**config.mk**
```make
export PLATFORM = sky130hd
export DESIGN_NAME = alu_cmd_sequencer
export DESIGN_NICKNAME = d
export VERILOG_FILES = /design/src/rtl/alu_pkg.sv /design/src/rtl/alu_cmd_fifo.sv /design/src/rtl/alu_cmd_sequencer.sv
export SDC_FILE = /design/constraint.sdc
export NUM_CORES = 1
export LEC_CHECK = 0
export ABC_AREA = 1
export CAP_MARGIN = 20
export CELL_PAD_IN_SITES_DETAIL_PLACEMENT = 1
export CELL_PAD_IN_SITES_GLOBAL_PLACEMENT = 2
export CORE_MARGIN = 2
export CORE_UTILIZATION = 31
export CTS_CLUSTER_DIAMETER = 100
export DETAILED_ROUTE_END_ITERATION = 10
export PLACE_DENSITY_LB_ADDON = 0.1
export SLEW_MARGIN = 20
export SYNTH_ARGS = -nofsm -noshare
export SYNTH_HDL_FRONTEND = slang
export SYNTH_SLANG_ARGS = --single-unit
```
**constraint.sdc**
```tcl
create_clock -name clk -period 1.8 [get_ports clk]
set_input_delay 0.27 -clock clk [delete_from_list [all_inputs] [get_ports clk]]
set_output_delay 0.27 -clock clk [all_outputs]
set_load 0.005 [all_outputs]
```
**src/rtl/alu_pkg.sv**
```systemverilog
// rtl/alu_pkg.sv - opcode map, opcode class helpers and sequencer state encoding
package alu_pkg;

    localparam logic [3:0] SEL_TRANSFER   = 4'h0;
    localparam logic [3:0] SEL_INC        = 4'h1;
    localparam logic [3:0] SEL_ADD        = 4'h2;
    localparam logic [3:0] SEL_ADD_INC    = 4'h3;
    localparam logic [3:0] SEL_SUB_BORROW = 4'h4;
    localparam logic [3:0] SEL_SUB        = 4'h5;
    localparam logic [3:0] SEL_DEC        = 4'h6;
    localparam logic [3:0] SEL_TRANSFER_C = 4'h7;
    localparam logic [3:0] SEL_AND        = 4'h8;
    localparam logic [3:0] SEL_OR         = 4'h9;
    localparam logic [3:0] SEL_XOR        = 4'hA;
    localparam logic [3:0] SEL_NOT        = 4'hB;

    typedef enum logic [1:0] {
        ST_IDLE = 2'd0,
        ST_EXEC = 2'd1,
        ST_HOLD = 2'd2
    } seq_state_t;

    function automatic logic is_logic(input logic [3:0] sel);
        return (sel >= SEL_AND) && (sel <= SEL_NOT);
    endfunction

    function automatic logic is_legal(input logic [3:0] sel);
        return sel <= SEL_NOT;
    endfunction

endpackage

```
**src/rtl/alu_cmd_fifo.sv**
```systemverilog
// rtl/alu_cmd_fifo.sv - register FIFO holding queued ALU commands
module alu_cmd_fifo #(
    parameter int DEPTH = 4,
    parameter int DW    = 13
) (
    input  logic          clk,
    input  logic          reset_n,
    input  logic          push,
    input  logic [DW-1:0] push_data,
    input  logic          pop,
    output logic [DW-1:0] head,
    output logic          full,
    output logic          empty
);

    localparam int AW = $clog2(DEPTH);
    localparam logic [AW:0] FULL_COUNT = DEPTH[AW:0];

    logic [DW-1:0] mem [DEPTH];
    logic [AW-1:0] wr_ptr;
    logic [AW-1:0] rd_ptr;
    logic [AW:0]   count;
    logic          do_push;
    logic          do_pop;

    assign full    = (count == FULL_COUNT);
    assign empty   = (count == '0);
    assign do_push = push && !full;
    assign do_pop  = pop && !empty;
    assign head    = mem[rd_ptr];

    // Storage needs no reset: empty/count gate every read.
    always_ff @(posedge clk) begin
        if (do_push) begin
            mem[wr_ptr] <= push_data;
        end
    end

    always_ff @(posedge clk or negedge reset_n) begin
        if (!reset_n) begin
            wr_ptr <= '0;
            rd_ptr <= '0;
            count  <= '0;
        end else begin
            if (do_push) begin
                wr_ptr <= wr_ptr + 1'b1;
            end
            if (do_pop) begin
                rd_ptr <= rd_ptr + 1'b1;
            end
            case ({do_push, do_pop})
                2'b10:   count <= count + 1'b1;
                2'b01:   count <= count - 1'b1;
                default: count <= count;
            endcase
        end
    end

endmodule

```
**src/rtl/alu_cmd_sequencer.sv**
```systemverilog
// rtl/alu_cmd_sequencer.sv - queues ALU commands, issues one at a time, registers responses
module alu_cmd_sequencer
    import alu_pkg::*;
#(
    parameter int               WIDTH    = 4,
    parameter int               DEPTH    = 4,
    parameter logic [WIDTH-1:0] ACC_INIT = '0
) (
    input  logic             clk,
    input  logic             reset_n,
    input  logic             cmd_valid,
    output logic             cmd_ready,
    input  logic [3:0]       cmd_select,
    input  logic [WIDTH-1:0] cmd_x,
    input  logic [WIDTH-1:0] cmd_y,
    input  logic             cmd_use_acc,
    output logic [WIDTH-1:0] alu_x,
    output logic [WIDTH-1:0] alu_y,
    output logic [3:0]       alu_select,
    input  logic [WIDTH-1:0] alu_out,
    input  logic             alu_c_out,
    output logic             rsp_valid,
    input  logic             rsp_ready,
    output logic [WIDTH-1:0] rsp_out,
    output logic             rsp_c_out,
    output logic             rsp_zero,
    output logic             rsp_err,
    output logic [WIDTH-1:0] acc,
    output logic [7:0]       ops_done
);

    typedef struct packed {
        logic [3:0]       select;
        logic [WIDTH-1:0] x;
        logic [WIDTH-1:0] y;
        logic             use_acc;
    } cmd_t;

    localparam int EW = $bits(cmd_t);

    cmd_t       push_cmd;
    cmd_t       head_cmd;
    logic       fifo_full;
    logic       fifo_empty;
    logic       exec;
    logic       head_legal;
    seq_state_t state;
    seq_state_t next_state;

    assign push_cmd   = '{select: cmd_select, x: cmd_x, y: cmd_y, use_acc: cmd_use_acc};
    assign cmd_ready  = !fifo_full;
    assign exec       = (state == ST_EXEC);
    assign head_legal = is_legal(head_cmd.select);

    alu_cmd_fifo #(
        .DEPTH (DEPTH),
        .DW    (EW)
    ) u_fifo (
        .clk       (clk),
        .reset_n   (reset_n),
        .push      (cmd_valid),
        .push_data (push_cmd),
        .pop       (exec),
        .head      (head_cmd),
        .full      (fifo_full),
        .empty     (fifo_empty)
    );

    always_ff @(posedge clk or negedge reset_n) begin
        if (!reset_n) begin
            state <= ST_IDLE;
        end else begin
            state <= next_state;
        end
    end

    always_comb begin
        next_state = state;
        alu_x      = '0;
        alu_y      = '0;
        alu_select = '0;
        case (state)
            ST_IDLE: begin
                if (!fifo_empty) begin
                    next_state = ST_EXEC;
                end
            end
            ST_EXEC: begin
                alu_select = head_cmd.select;
                alu_y      = head_cmd.y;
                alu_x      = head_cmd.use_acc ? acc : head_cmd.x;
                next_state = ST_HOLD;
            end
            ST_HOLD: begin
                if (rsp_ready) begin
                    next_state = fifo_empty ? ST_IDLE : ST_EXEC;
                end
            end
            default: next_state = ST_IDLE;
        endcase
    end

    // Illegal opcodes still produce a response, but never touch acc or ops_done.
    always_ff @(posedge clk or negedge reset_n) begin
        if (!reset_n) begin
            rsp_valid <= 1'b0;
            rsp_out   <= '0;
            rsp_c_out <= 1'b0;
            rsp_zero  <= 1'b0;
            rsp_err   <= 1'b0;
            acc       <= ACC_INIT;
            ops_done  <= '0;
        end else if (exec) begin
            rsp_valid <= 1'b1;
            rsp_out   <= head_legal ? alu_out : '0;
            rsp_c_out <= head_legal && !is_logic(head_cmd.select) && alu_c_out;
            rsp_zero  <= !head_legal || (alu_out == '0);
            rsp_err   <= !head_legal;
            if (head_legal) begin
                acc      <= alu_out;
                ops_done <= ops_done + 8'd1;
            end
        end else if ((state == ST_HOLD) && rsp_ready) begin
            rsp_valid <= 1'b0;
        end
    end

endmodule

```
==> flow_summary.toml, run 1 <==
[grt]
grt_usage = 0.160
grt_pass1_wl_mm = 15.0
antenna_found_initial = 0
first_global_vias = 2870
grt_overflow = 0
grt_max_degree = 30

[routing]
viasPerCell = 4.55
dr.first_iter.drc_count = 93
postRouteAntennaNets = 0
totalWireLength_mm = 9.21
vias = 2667
drc = 0
first_pass_iters = 4
post_drt_wl_per_cell_microns = 15.7

[die]
dieArea_sq_mm = 0.0124
start_util = 0.316
dieHeight_microns = 111
core_sq_mm = 0.0113
io_pins = 55
die_x_microns = 111
num_rows = 39

[clock_network]
htree_levels = 3
clock-root-buffer = "clkbuf_16"
path_clk_slew_ns = 0.06
cts_tree = "done"
clock_path_buffers = 2
clk_latency_ns = 0.34
ctsHoldBuffers = 0
cts-buffers-inserted = 9
clkSinkCount = 81

[placed_design]
io_buffers = 54
dpl.cell_count = 554
place_hpwl_mm = 6.25
gp_congestion = 0.738
detailedPlace.worstSlack_ns = -0.191
place_area_sq_mm = 0.00448

[worst_setup_path]
endpoint_kind = "output pin"
path_max_fanout = 7
path_buf_inv = 4
ff2ff_setup_slack_ns = 0.10
critPathTopFamily = "flip-flops"
required_ns = 1.53
worstSetupStartpointType = "flop"
cp.arrival_ns = 1.60
cp_cell_sequence = "inv_4 -> buf_6 -> buf_6 -> nor2_2 -> o21ai_2 -> nor2_1 -> nor2_1 -> buf_2"
max_stage_delay_ns = 0.47
crit_type = "reg -> out"
crit_slowest_cell = "dfrtp_2"

[final_layout]
syn2layout_area_growth_pct = 41.7
drive_gt1_frac = 0.305
fin_cells = 586
n_antenna_cell = 0
stdcell_area_sq_mm = 0.00507
utilization = 0.448
final_common_cell = "edfxtp_1"
final_cell_mix = "edfxtp_1, nand2_1, nor2_1"
nets = 467
fill_cells = 1237

[pwr]
ir_drop_mv = 0.835
power_leakage_nw = 2.13
power_density_mw_per_mm2 = 1790

[yosys]
synth_top_area_cell = "edfxtp_1"
avgSynthCellArea_sq_um = 10.6
syn_nets = 366
netlist_instances = 337
synth_top_area_frac = 0.437
netlist_area_sq_mm = 0.00358
seq_area_frac_synth = 0.639
ys_ff_latch = 81
synth_area_leaders = "edfxtp_1, dfrtp_1, nor2_1"
synth_warnings = 0
synthDistinctLibCells = 26

[timing]
maxSlewHeadroom = 0.731
hold_violations = 0
period_minus_slack_ns = 1.87
fin_skew_ns = 0.00608
max_freq_mhz = 536
min_period_over_period = 1.04
rsz0062_at_grt = "yes"
setup_viol = 9
tightest_slew_ns = 0.404
setup_ws_ns = -0.0659
finalMaxSlewViolations = 0

[run_status]
violations = "negative setup slack"
status = "complete, but fails checks"

[flow_run]
cap_violations = 0

[min_path]
hp-class = "in -> async"
-- cell usage after synthesis, drive strengths merged --
| cell | number |
|---|---|
| inv | 28 |
| nand2 | 73 |
| o211a | 1 |
| nand3 | 22 |
| edfxtp | 52 |
| xnor2 | 3 |
| o21ai | 36 |
| xor2 | 4 |
| buf | 11 |
| ha | 6 |
| nand3b | 1 |
| clkbuf | 1 |
| fa | 1 |
| a21oi | 10 |
| dfrtp | 29 |
| nor2 | 59 |
-- through the flow --
| step | setup TNS [ns] | hold slack [ns] | power, W |
|---|---|---|---|
| finish | -0.288 | 0.322 | 0.00905 |
| detailed placement | -1.47 | 0.471 | 0.00652 |
| floorplan | 0 | -0.0256 | 0.00479 |
| CTS | -0.430 | 0.340 | 0.00904 |
| global route | -1.46 | 0.358 | 0.00973 |
| global placement | -0.993 | 0.464 | 0.00645 |
-- final cells by class --
class / count / area (sq um) / share of cell area
Sequential cell: 81 / 2290 / 0.452
Clock inverter: 5 / 86.3 / 0.0170
Inverter: 28 / 108 / 0.0212
Multi-Input combinational cell: 216 / 1210 / 0.238
Timing Repair Buffer: 102 / 955 / 0.188
Clock buffer: 11 / 243 / 0.0479
Tap cell: 143 / 179 / 0.0353
-- report_power, final --
part	switching (W)	total (W)	internal [W]
clock network	0.000751	0.00201	0.00126
logic	0.00216	0.00417	0.00201
registers	0.000330	0.00286	0.00253
-- worst paths after layout --
path	startpoint	to	cells after the start
min in group clk	rsp_out[1]	rsp_out[1]	2
max in group asynchronous	reset_n	u_fifo.rd_ptr[0]	2
max reg2reg	state[0]	u_fifo.count[2]	10
max	u_fifo.rd_ptr[0]	alu_x[0]	8
min	reset_n	ops_done[6]	2
min reg2reg	rsp_out[1]	rsp_out[1]	2
-- routing by layer --
metal	vias up	global-route usage	wire (microns)
met5	-	0	0
met4	0	0.0691	178
met3	12	0.0354	288
met2	39	0.276	4690
met1	1305	0.194	4050
li1	1311	-	-
-- cells by family (layout without fill, tap and decap cells) --
family                   after synthesis  count (layout)  synth area share
buffers and inverters                 40             146            0.0567
flip-flops                            81              81             0.639
AND/OR/NAND/NOR                      155             155             0.193
XOR/XNOR                               7               7            0.0171
adder cells (fa/ha/maj)                7               7            0.0266
AO/OA/AOI/OAI                         47              47            0.0672
-- timing repair --
| item | 4_1_cts | 5_1_grt |
|---|---|---|
| buffers inserted | 15 | 1 |
| pin swaps | 24 | 12 |
| setup endpoints to repair | 14 | 15 |
| cloned | 1 | 0 |
| resized for setup | 104 | 22 |
-- sequential cells by signal, summed over array words and instances, names as in the netlist --
signal,count
state,2
u_fifo.rd_ptr,2
u_fifo.count,3
rsp_err,1
rsp_out,4
rsp_c_out,1
acc,4
u_fifo.mem,52
rsp_valid,1
rsp_zero,1
u_fifo.wr_ptr,2
ops_done,8
No activity file was read; power rests on OpenSTA's default activity.
==> run 2: changes to the inputs <==
PLACE_DENSITY = 0.81   (was default)
PLACE_DENSITY_LB_ADDON = default   (was 0.1)
==> flow_summary.toml, run 2 (synthesized netlist as in run 1, its figures left out) <==
[run_status]
status = "complete, but fails checks"
violations = "negative setup slack"

[final_layout]
drive_gt1_frac = 0.329
largest_register_ffs = 52
reg_top3 = "u_fifo.mem: 52 flops, ops_done: 8 flops"
final_cell_mix = "edfxtp_1, nand2_1, nor2_1"
regMostFlops = "u_fifo.mem"
nets = 471
n_antenna_cell = 0
fin_cells = 590
final_common_cell = "edfxtp_1"
syn2layout_area_growth_pct = 40.9

[worst_setup_path]
critPathTopFamily = "flip-flops"
max_stage_delay_ns = 0.49
crit_slowest_cell = "dfrtp_2"
required_ns = 1.53
crit_type = "reg -> out"
path_max_fanout = 6
cp.arrival_ns = 1.71
crit_cells = 9
cp_cell_sequence = "buf_6 -> buf_6 -> nor2_4 -> nor2_1 -> o21ai_1 -> o21ai_1 -> nor2_1 -> nor2_1 -> buf_2"
endpoint_kind = "output pin"
worstSetupStartpointType = "flop"
r2r_cells = 9
path_buf_inv = 3
crit_top_cell = "nor2_1"

[timing]
fin_skew_ns = 0.00641
max_freq_mhz = 505
maxSlewHeadroom = 0.741
hold_violations = 0
min_period_over_period = 1.10
tightest_slew_ns = 0.389
finalMaxSlewViolations = 0
period_minus_slack_ns = 1.98
setup_viol = 9
setup_ws_ns = -0.180
rsz0062_at_grt = "yes"

[placed_design]
detailedPlace.worstSlack_ns = -0.354
place_hpwl_mm = 6.14
gp_congestion = 0.781
dpl.cell_count = 555
io_buffers = 54

[clock_network]
clock-root-buffer = "clkbuf_16"
clock_path_buffers = 2
clkSinkCount = 81
cts_tree = "done"
htree_levels = 3
clk_latency_ns = 0.34
path_clk_slew_ns = 0.07
ctsHoldBuffers = 0
cts-buffers-inserted = 9

[pwr]
power_density_mw_per_mm2 = 1770
ir_drop_mv = 0.701
power_leakage_nw = 2.11

[grt]
antenna_found_initial = 0
grt_pass1_wl_mm = 15.3
grt_usage = 0.159
met2_usage = 0.276
grt_busiest_layer = "met2"
grt_overflow = 0
grt_max_degree = 30
met3_usage = 0.0327
use_met1 = 0.194
first_global_vias = 2929

[routing]
dr.first_iter.drc_count = 150
postRouteAntennaNets = 0
vias = 2763
first_pass_iters = 4
post_drt_wl_per_cell_microns = 16.1
viasPerCell = 4.68
drc = 0
totalWireLength_mm = 9.47

[die]
core_sq_mm = 0.0113
die_x_microns = 111
dieArea_sq_mm = 0.0124
start_util = 0.316
dieHeight_microns = 111
num_rows = 39
io_pins = 55

[min_path]
hp-class = "in -> async"

[flow_run]
cap_violations = 0
run 2: changes by cell type in the layout (fill, tap and decap cells not counted), sizes merged:
cell / before / now
clkinv: 2 / 0
buf: 60 / 64
clkbuf: 11 / 9
inv: 29 / 34
clkinvlp: 0 / 1
bufinv: 2 / 0
dlymetal6s2s: 0 / 1
clkdlybuf4s50: 42 / 41
run 2: cell type report:
type | count | area (sq um)
Multi-Input combinational cell | 216 | 1230
Sequential cell | 81 | 2290
Tap cell | 143 | 179
Inverter | 28 | 108
Timing Repair Buffer | 106 | 941
Fill cell | 1276 | 6280
Clock buffer | 9 | 225
Clock inverter | 7 | 67.6
run 2: final timing paths:
path                             startpoint               end  slack [ns]
max                        u_fifo.rd_ptr[0]          alu_x[0]       -0.18
min in group clk                  rsp_c_out         rsp_c_out        0.48
min                                 reset_n       ops_done[6]        0.32
max in group asynchronous           reset_n  u_fifo.rd_ptr[1]        1.17
max reg2reg                        state[1]   u_fifo.count[2]        0.04
min reg2reg                       rsp_c_out         rsp_c_out        0.48
run 2: repair_timing:
action                     4_1_cts  5_1_grt
gates cloned                     1        0
setup buffers                   12        8
gates resized for setup        105       32
pin swaps                       23       27
setup endpoints to repair       14       14
run 2: power by group:
part / internal, W / switching, W / total [W]
Sequential: 0.00253 / 0.000362 / 0.00289
Clock: 0.000978 / 0.000815 / 0.00179
Combinational: 0.00201 / 0.00224 / 0.00425
run 2: metal layers:
layer | vias up | routed length [microns]
met5 | - | 0
met4 | 0 | 208
met3 | 16 | 333
met2 | 63 | 4960
met1 | 1360 | 3980
li1 | 1324 | -
run 2: stage by stage:
step | power [W] | setup TNS [ns] | utilization | area [sq um] | hold slack (ns)
global route | 0.00956 | -1.92 | 0.445 | 5040 | 0.359
global placement | 0.00632 | -1.31 | 0.393 | 4450 | 0.464
finish | 0.00894 | -0.935 | 0.445 | 5040 | 0.318
floorplan | 0.00479 | 0 | - | 3590 | -0.0256
CTS | 0.00874 | -0.820 | 0.435 | 4920 | 0.334
detailed placement | 0.00645 | -2.18 | 0.393 | 4450 | 0.467
